### config.mk
export PLATFORM = sky130hd
export DESIGN_NAME = console_scrollback_printer_flat
export DESIGN_NICKNAME = d
export VERILOG_FILES = /design/src/rtl/console_scrollback_printer_if.sv /design/src/rtl/console_scrollback_printer.sv /design/src/flat_wrapper.sv
export SDC_FILE = /design/constraint.sdc
export NUM_CORES = 2
export LEC_CHECK = 0
export CAP_MARGIN = 20
export CORE_AREA = 8 8 356 496
export CTS_BUF_LIST = sky130_fd_sc_hd__clkbuf_4 sky130_fd_sc_hd__clkbuf_8
export DETAILED_ROUTE_END_ITERATION = 7
export DIE_AREA = 0 0 364 504
export PLACE_DENSITY = 0.76
export SETUP_SLACK_MARGIN = 0.3
export SYNTH_ARGS = -nofsm -noshare
export SYNTH_HDL_FRONTEND = slang
export SYNTH_SLANG_ARGS = --single-unit
export TNS_END_PERCENT = 50
### constraint.sdc
create_clock -name clock -period 80.7 [get_ports clock]
set_clock_uncertainty 0.05 [all_clocks]
set_input_delay 8.07 -clock clock [delete_from_list [all_inputs] [get_ports clock]]
set_output_delay 8.07 -clock clock [all_outputs]
set_load 0.005 [all_outputs]
### src/rtl/console_scrollback_printer_if.sv
// Handshake bundle for console_scrollback_printer: line input from the PS/2
// line assembler, print control, and the character stream to the VGA writer.
interface console_scrollback_printer_if #(
    parameter int COLS   = 32,
    parameter int CHAR_W = 8,
    parameter int IDX_W  = 8
);
    logic [COLS*CHAR_W-1:0] line_data;
    logic                   line_valid;
    logic                   line_ready;
    logic                   start;
    logic                   busy;
    logic                   char_valid;
    logic [IDX_W-1:0]       char_index;
    logic [CHAR_W-1:0]      char_data;
    logic                   finish;

    modport master (
        output line_data, line_valid, start,
        input  line_ready, busy, char_valid, char_index, char_data, finish
    );

    modport slave (
        input  line_data, line_valid, start,
        output line_ready, busy, char_valid, char_index, char_data, finish
    );
endinterface

### src/rtl/console_scrollback_printer.sv
// Scrolling text console buffer that streams its visible window as index/data
// pairs. Optional macro CONSOLE_CLEAR_EN adds a 'clear' input that wipes the buffer in IDLE.
module console_scrollback_printer #(
    parameter int LINES      = 8,
    parameter int COLS       = 32,
    parameter int PRINT_COLS = 32,
    parameter int CHAR_W     = 8,
    parameter int IDX_W      = 8
) (
    input  logic clock,
    input  logic resetn,
`ifdef CONSOLE_CLEAR_EN
    input  logic clear,
`endif
    console_scrollback_printer_if.slave bus
);
    localparam int ROW_W = (LINES > 1) ? $clog2(LINES) : 1;
    localparam int COL_W = (COLS > 1) ? $clog2(COLS) : 1;
    localparam logic [ROW_W-1:0] LAST_ROW = ROW_W'(LINES - 1);
    localparam logic [COL_W-1:0] LAST_COL = COL_W'(PRINT_COLS - 1);
    localparam logic [ROW_W-1:0] ROW_ONE  = ROW_W'(1);
    localparam logic [COL_W-1:0] COL_ONE  = COL_W'(1);

    typedef enum logic [1:0] {
        ST_IDLE  = 2'd0,
        ST_PRINT = 2'd1,
        ST_DONE  = 2'd2
    } state_t;

    state_t             state_r;
    state_t             state_nxt_s;
    logic [CHAR_W-1:0]  mem_r [LINES][COLS];
    logic [ROW_W-1:0]   row_r;
    logic [ROW_W-1:0]   row_nxt_s;
    logic [COL_W-1:0]   col_r;
    logic [COL_W-1:0]   col_nxt_s;
    logic               clear_s;
    logic               wipe_s;
    logic               accept_s;
    logic               launch_s;
    logic               advance_s;
    logic               last_s;
    logic               finish_nxt_s;
    logic [CHAR_W-1:0]  first_char_s;
    logic [CHAR_W-1:0]  next_char_s;
    logic               char_valid_r;
    logic [IDX_W-1:0]   char_index_r;
    logic [CHAR_W-1:0]  char_data_r;
    logic               finish_r;

    function automatic logic [IDX_W-1:0] char_pos(input logic [ROW_W-1:0] r,
                                                  input logic [COL_W-1:0] c);
        int p;
        p = int'(r) * COLS + int'(c);
        return IDX_W'(p);
    endfunction

`ifdef CONSOLE_CLEAR_EN
    assign clear_s = clear;
`else
    assign clear_s = 1'b0;
`endif

    assign last_s      = (row_r == LAST_ROW) && (col_r == LAST_COL);
    assign next_char_s = mem_r[row_nxt_s][col_nxt_s];

    // The first character is loaded on the start edge, so it must see any same-edge scroll or wipe.
    always_comb begin
        first_char_s = mem_r[0][0];
        if (clear_s) begin
            first_char_s = {CHAR_W{1'b0}};
        end else if (bus.line_valid) begin
            first_char_s = mem_r[1][0];
        end else begin
            first_char_s = mem_r[0][0];
        end
    end

    // Position of the character that follows the one currently presented.
    always_comb begin
        row_nxt_s = row_r;
        col_nxt_s = col_r;
        if (col_r == LAST_COL) begin
            col_nxt_s = {COL_W{1'b0}};
            row_nxt_s = row_r + ROW_ONE;
        end else begin
            col_nxt_s = col_r + COL_ONE;
            row_nxt_s = row_r;
        end
    end

    // Next-state and control decode.
    always_comb begin
        state_nxt_s  = state_r;
        wipe_s       = 1'b0;
        accept_s     = 1'b0;
        launch_s     = 1'b0;
        advance_s    = 1'b0;
        finish_nxt_s = 1'b0;
        case (state_r)
            ST_IDLE: begin
                wipe_s   = clear_s;
                accept_s = bus.line_valid & ~clear_s;
                if (bus.start) begin
                    launch_s    = 1'b1;
                    state_nxt_s = ST_PRINT;
                end else begin
                    state_nxt_s = ST_IDLE;
                end
            end
            ST_PRINT: begin
                if (last_s) begin
                    finish_nxt_s = 1'b1;
                    state_nxt_s  = ST_DONE;
                end else begin
                    advance_s    = 1'b1;
                    state_nxt_s  = ST_PRINT;
                end
            end
            ST_DONE: begin
                state_nxt_s = ST_IDLE;
            end
            default: begin
                state_nxt_s = ST_IDLE;
            end
        endcase
    end

    // State register.
    always_ff @(posedge clock) begin
        if (!resetn) begin
            state_r <= ST_IDLE;
        end else begin
            state_r <= state_nxt_s;
        end
    end

    // Character store: wipe, or scroll up with the new line entering the bottom row.
    always_ff @(posedge clock) begin
        if (!resetn || wipe_s) begin
            for (int r = 0; r < LINES; r++) begin
                for (int c = 0; c < COLS; c++) begin
                    mem_r[r][c] <= {CHAR_W{1'b0}};
                end
            end
        end else if (accept_s) begin
            for (int r = 0; r < LINES - 1; r++) begin
                for (int c = 0; c < COLS; c++) begin
                    mem_r[r][c] <= mem_r[r+1][c];
                end
            end
            for (int c = 0; c < COLS; c++) begin
                mem_r[LINES-1][c] <= bus.line_data[(COLS-1-c)*CHAR_W +: CHAR_W];
            end
        end
    end

    // Print cursor and registered character stream; index/data hold when idle.
    always_ff @(posedge clock) begin
        if (!resetn) begin
            row_r        <= {ROW_W{1'b0}};
            col_r        <= {COL_W{1'b0}};
            char_valid_r <= 1'b0;
            char_index_r <= {IDX_W{1'b0}};
            char_data_r  <= {CHAR_W{1'b0}};
            finish_r     <= 1'b0;
        end else begin
            finish_r <= finish_nxt_s;
            if (launch_s) begin
                row_r        <= {ROW_W{1'b0}};
                col_r        <= {COL_W{1'b0}};
                char_valid_r <= 1'b1;
                char_index_r <= {IDX_W{1'b0}};
                char_data_r  <= first_char_s;
            end else if (advance_s) begin
                row_r        <= row_nxt_s;
                col_r        <= col_nxt_s;
                char_valid_r <= 1'b1;
                char_index_r <= char_pos(row_nxt_s, col_nxt_s);
                char_data_r  <= next_char_s;
            end else begin
                char_valid_r <= 1'b0;
            end
        end
    end

    assign bus.line_ready = (state_r == ST_IDLE);
    assign bus.busy       = (state_r == ST_PRINT);
    assign bus.char_valid = char_valid_r;
    assign bus.char_index = char_index_r;
    assign bus.char_data  = char_data_r;
    assign bus.finish     = finish_r;
endmodule

### src/flat_wrapper.sv
// flat-port wrapper written by rule: the top's interface ports become plain ports
module console_scrollback_printer_flat 
#(
    parameter int LINES      = 8,
    parameter int COLS       = 32,
    parameter int PRINT_COLS = 32,
    parameter int CHAR_W     = 8,
    parameter int IDX_W      = 8
)
  (clock, resetn, bus_line_data, bus_line_valid, bus_start, bus_line_ready, bus_busy, bus_char_valid, bus_char_index, bus_char_data, bus_finish);
  console_scrollback_printer_if #(.COLS(COLS), .CHAR_W(CHAR_W), .IDX_W(IDX_W)) bus_i ();
  input  logic clock;
  input  logic resetn;
  input wire logic [$bits(bus_i.line_data)-1:0] bus_line_data;
  input wire logic [$bits(bus_i.line_valid)-1:0] bus_line_valid;
  input wire logic [$bits(bus_i.start)-1:0] bus_start;
  output wire logic [$bits(bus_i.line_ready)-1:0] bus_line_ready;
  output wire logic [$bits(bus_i.busy)-1:0] bus_busy;
  output wire logic [$bits(bus_i.char_valid)-1:0] bus_char_valid;
  output wire logic [$bits(bus_i.char_index)-1:0] bus_char_index;
  output wire logic [$bits(bus_i.char_data)-1:0] bus_char_data;
  output wire logic [$bits(bus_i.finish)-1:0] bus_finish;
  assign bus_i.line_data = bus_line_data;
  assign bus_i.line_valid = bus_line_valid;
  assign bus_i.start = bus_start;
  assign bus_line_ready = bus_i.line_ready;
  assign bus_busy = bus_i.busy;
  assign bus_char_valid = bus_i.char_valid;
  assign bus_char_index = bus_i.char_index;
  assign bus_char_data = bus_i.char_data;
  assign bus_finish = bus_i.finish;
  console_scrollback_printer #(.LINES(LINES), .COLS(COLS), .PRINT_COLS(PRINT_COLS), .CHAR_W(CHAR_W), .IDX_W(IDX_W)) u_core (.clock(clock), .resetn(resetn), .bus(bus_i));
endmodule
==> impl_metrics.ini <==
[outcome]
outcome = finished, final reports clean

[cts]
cts_buffer_depth = 4
cts-resized-gates = 0
clk-insertion-delay-late_ns = 1.02
cts.repair_timing.setup_buffer_count = 0
post_cts_hold_buffer_count = 0
number_of_buffers_added_by_the_clock_tree_synthesis_step = 327
clock_tree.htree_level_count = 5
tritoncts_num_sinks = 2068
clk_root_buffer_cell = sky130_fd_sc_hd__clkbuf_8
tritoncts = done
clk_pin_slew_worst_paths_ns = 0.06

[detailed_routing]
via_count = 52836
drt-vias-per-instance = 5.913
remaining_drc_errors = 0
totalWireLength_mm = 209.0
wl_per_cell_um = 23.39
dr.first_iter.drc_count = 5861
drt_pre_antenna_iters = 5
route.antenna.remaining_nets = 0

[setup_path]
critPathCaptureType = flop
r2r_start = u_core.bus.char_index[0]$_SDFFE_PP0P_
cpMostUsedCell = sky130_fd_sc_hd__buf_4
critical_path.startpoint_type = input pin
path_class = input pin to flop
crit_slowest_cell = sky130_fd_sc_hd__clkdlybuf4s50_1
cp.arrival_ns = 13.72
cpPeakStageDelay_ns = 0.95
worst-path-max-fanout = 84
crit_path_start = bus_line_valid
worst-endpoint-required_ns = 81.28
crit_path_cell_trace = clkdlybuf4s50_1 > nand2_1 > nand2_4 > buf_4 > buf_4 > buf_4 > buf_4

[timing]
tns_ns = 0
timing.max_slew.rel_slack = 0.1792
rsz_0062_raised_after_global_routing = no
hold_viol = 0
tightest_slew_ns = 1.200
finalSetupViolations = 0
post-route-min-period_ns = 13.14
worst_slack_ns = 67.56
min_period_over_period = 0.1629
slew_viol_final = 0
max_clock_freq_ghz = 0.07608

[floorplanning]
chipWidth_um = 364
die_height_um = 504
floorplan.initialDensity = 0.5460
placeableCoreArea_um2 = 169100
io_pins = 280
row_count = 179
floorplan.die_area_um2 = 183500

[logic_synthesis]
yosysWarnings = 0
synth-edff-count = 2048
synth-main-ff-cell = sky130_fd_sc_hd__edfxtp_1
syn-num-nets = 6461
syn-instance-count = 6197
synth.yosys.seq_area_share = 0.6705
synth_area_um2 = 92320
synth_area_per_cell_um2 = 14.90
synth.ff_latch_count = 2068
synth_async_sr_flop_share = 0
ys_types = 48

[placed_design]
place_congestion = 0.8269
dpl.hpwl_mm = 123.4
placement.cell_area_um2 = 96880
portBuffers = 279
place_worst_setup_slack_ns = 66.49

[grt]
grtUsageTotal = 0.2243
grt_pass1_wl_mm = 320.7
grt.overflow.total = 0
grt_max_degree = 364
grt_antenna_before_repair = 5
grt_pass1_vias = 52929

[cells_and_area]
finish.instance_area_um2 = 103100
area_delta_synth_final_pct = 11.68
post_route_cells_drive_above_1_share = 0.1365
finish.net_count = 6714

[power]
power.total_w = 0.002318
power_density_of_the_placed_cells_nw_per_um2 = 22.48
vdd_ir_drop_max_mv = 0.01804
static-leakage-power_nw = 39.56

[job]
cap_violations = 0

[hold_path]
hold_path.class = flop to flop
hp-start = u_core.bus.char_index[4]$_SDFFE_PP0P_
## critical path, delay by kind of cell
kind	cells	cell delay [ns]
buffers and inverters	5	4.42
and+or+nand+nor	2	1.04
## per-stage QoR
| stage | cells | util | hold WS [ns] |
|---|---|---|---|
| final | 8936 | 0.6098 | 0.4537 |
| after global routing | 8935 | 0.6098 | 0.4823 |
| after CTS | 8930 | 0.6091 | 0.4578 |
| after detailed placement | 8379 | 0.5729 | 0.4492 |
| after global placement | 8378 | 0.5729 | 0.4217 |
| after floorplan | 6197 | - | 0.4194 |
## flip-flops by register name, summed over array words and instances (netlist names)
| name | count |
|---|---|
| u_core.bus.char_data | 8 |
| u_core.bus.char_index | 7 |
| u_core.bus.char_valid | 1 |
| u_core.bus.finish | 1 |
| u_core.mem_r | 2048 |
| u_core.row_r | 1 |
| u_core.state_r | 2 |
## power breakdown
| part | switching, W | internal (W) | total [W] |
|---|---|---|---|
| registers | 0.0000386 | 0.00127 | 0.00131 |
| logic | 0.0000821 | 0.0000623 | 0.000144 |
| clock network | 0.000405 | 0.000458 | 0.000864 |
| total | 0.000526 | 0.00179 | 0.00232 |
## Yosys cell counts (2+ instances only)
| cell type | number | area, um2 |
|---|---|---|
| sky130_fd_sc_hd__buf_6 | 14 | 157.7 |
| sky130_fd_sc_hd__a221oi_1 | 22 | 192.7 |
| sky130_fd_sc_hd__o21ai_0 | 4 | 20.02 |
| sky130_fd_sc_hd__a22oi_1 | 92 | 690.7 |
| sky130_fd_sc_hd__mux2_2 | 9 | 101.4 |
| sky130_fd_sc_hd__a211o_1 | 14 | 122.6 |
| sky130_fd_sc_hd__clkbuf_1 | 310 | 1164 |
| sky130_fd_sc_hd__a2111oi_0 | 8 | 70.07 |
| sky130_fd_sc_hd__or3_1 | 11 | 68.82 |
| sky130_fd_sc_hd__nor3b_1 | 2 | 15.01 |
| sky130_fd_sc_hd__buf_1 | 23 | 86.33 |
| sky130_fd_sc_hd__o21ai_1 | 5 | 25.02 |
| sky130_fd_sc_hd__nand2_1 | 329 | 1235 |
| sky130_fd_sc_hd__buf_2 | 79 | 395.4 |
| sky130_fd_sc_hd__inv_1 | 3 | 11.26 |
| sky130_fd_sc_hd__ha_1 | 4 | 50.05 |
| sky130_fd_sc_hd__o221ai_1 | 38 | 332.8 |
| sky130_fd_sc_hd__a21oi_1 | 200 | 1001 |
| sky130_fd_sc_hd__and2_1 | 2052 | 12840 |
| sky130_fd_sc_hd__a22o_1 | 23 | 201.4 |
| sky130_fd_sc_hd__nand3_1 | 13 | 65.06 |
| sky130_fd_sc_hd__mux2i_1 | 284 | 2843 |
| sky130_fd_sc_hd__or4_1 | 15 | 112.6 |
| sky130_fd_sc_hd__nor4_1 | 45 | 281.5 |
| sky130_fd_sc_hd__xor2_1 | 4 | 35.03 |
| sky130_fd_sc_hd__and3_1 | 8 | 50.05 |
| sky130_fd_sc_hd__a31oi_1 | 27 | 168.9 |
| sky130_fd_sc_hd__edfxtp_1 | 2048 | 61500 |
| sky130_fd_sc_hd__nor3_1 | 3 | 15.01 |
| sky130_fd_sc_hd__a311o_1 | 7 | 70.07 |
| sky130_fd_sc_hd__o41ai_1 | 9 | 78.83 |
| sky130_fd_sc_hd__nor2_1 | 18 | 67.56 |
| sky130_fd_sc_hd__a21boi_0 | 2 | 15.01 |
| sky130_fd_sc_hd__buf_4 | 25 | 187.7 |
| sky130_fd_sc_hd__nor4b_1 | 2 | 17.52 |
| sky130_fd_sc_hd__mux4_2 | 304 | 6847 |
| sky130_fd_sc_hd__o22ai_1 | 111 | 694.4 |
| sky130_fd_sc_hd__dfxtp_1 | 20 | 400.4 |
## layout by cell type, fill, tap and decap left out, types with 5 or more instances in the layout
cell type                            n
sky130_fd_sc_hd__a2111oi_0           7
sky130_fd_sc_hd__a211o_1            14
sky130_fd_sc_hd__a21oi_1           200
sky130_fd_sc_hd__a221oi_1           22
sky130_fd_sc_hd__a22o_1             23
sky130_fd_sc_hd__a22oi_1            92
sky130_fd_sc_hd__a311o_1             7
sky130_fd_sc_hd__a31oi_1            27
sky130_fd_sc_hd__and2_1           2051
sky130_fd_sc_hd__and3_1              7
sky130_fd_sc_hd__buf_12              8
sky130_fd_sc_hd__buf_4              83
sky130_fd_sc_hd__bufinv_16          10
sky130_fd_sc_hd__clkbuf_4           96
sky130_fd_sc_hd__clkbuf_8          333
sky130_fd_sc_hd__clkdlybuf4s50_1   279
sky130_fd_sc_hd__clkinv_1           67
sky130_fd_sc_hd__clkinv_2           35
sky130_fd_sc_hd__clkinvlp_4          6
sky130_fd_sc_hd__dfxtp_1            20
sky130_fd_sc_hd__edfxtp_1         2048
sky130_fd_sc_hd__mux2_2              8
sky130_fd_sc_hd__mux2i_1           284
sky130_fd_sc_hd__mux4_2            304
sky130_fd_sc_hd__nand2_1           324
sky130_fd_sc_hd__nand2_4             5
sky130_fd_sc_hd__nand3_1            13
sky130_fd_sc_hd__nor2_1             15
sky130_fd_sc_hd__nor4_1             44
sky130_fd_sc_hd__o221ai_1           38
sky130_fd_sc_hd__o22ai_1           111
sky130_fd_sc_hd__o41ai_1             9
sky130_fd_sc_hd__or3_1              11
sky130_fd_sc_hd__or4_1              15
## cell families after synthesis
logic type | count (synthesis) | synth area share
buffers and inverters | 454 | 0.02168
xor gates and xnor gates | 5 | 0.0006776
and+or+nand+nor | 2502 | 0.1602
adders and majority gates | 4 | 0.0005421
muxes | 597 | 0.1060
DFF | 2068 | 0.6705
AOI/OAI and AO/OA | 567 | 0.04033
## metal layers
layer / track usage / wire [um] / part of all wire / vias up
met5: 0 / 0 / 0 / -
met4: 0.07736 / 6530 / 0.031 / 0
met3: 0.04978 / 18190 / 0.087 / 329
met2: 0.3438 / 97810 / 0.47 / 2192
met1: 0.3192 / 86470 / 0.41 / 26909
li1: - / - / - / 23406
## area by class of cell
| class | count | area (um2) |
|---|---|---|
| multi-input combinational | 3675 | 28560 |
| clock inverter | 122 | 807.0 |
| sequential | 2068 | 61900 |
| antenna | 2 | 5.005 |
| clock buffer | 429 | 5304 |
| inverter | 3 | 11.26 |
| tap | 2262 | 2830 |
| timing repair buffer | 375 | 3691 |
| fill | 12388 | 65990 |
## final timing paths
kind | endpoint | slack (ns) | cells past startpoint
min | u_core.bus.char_index[4]$_SDFFE_PP0P_ | 0.45 | 2
max | u_core.mem_r[3][5]$_SDFFCE_PN0P_ | 67.56 | 7
min reg2reg | u_core.bus.char_index[4]$_SDFFE_PP0P_ | 0.45 | 2
max reg2reg | u_core.bus.char_data[1]$_SDFFE_PN0N_ | 73.39 | 15
No activity file was read; power rests on OpenSTA's default activity.
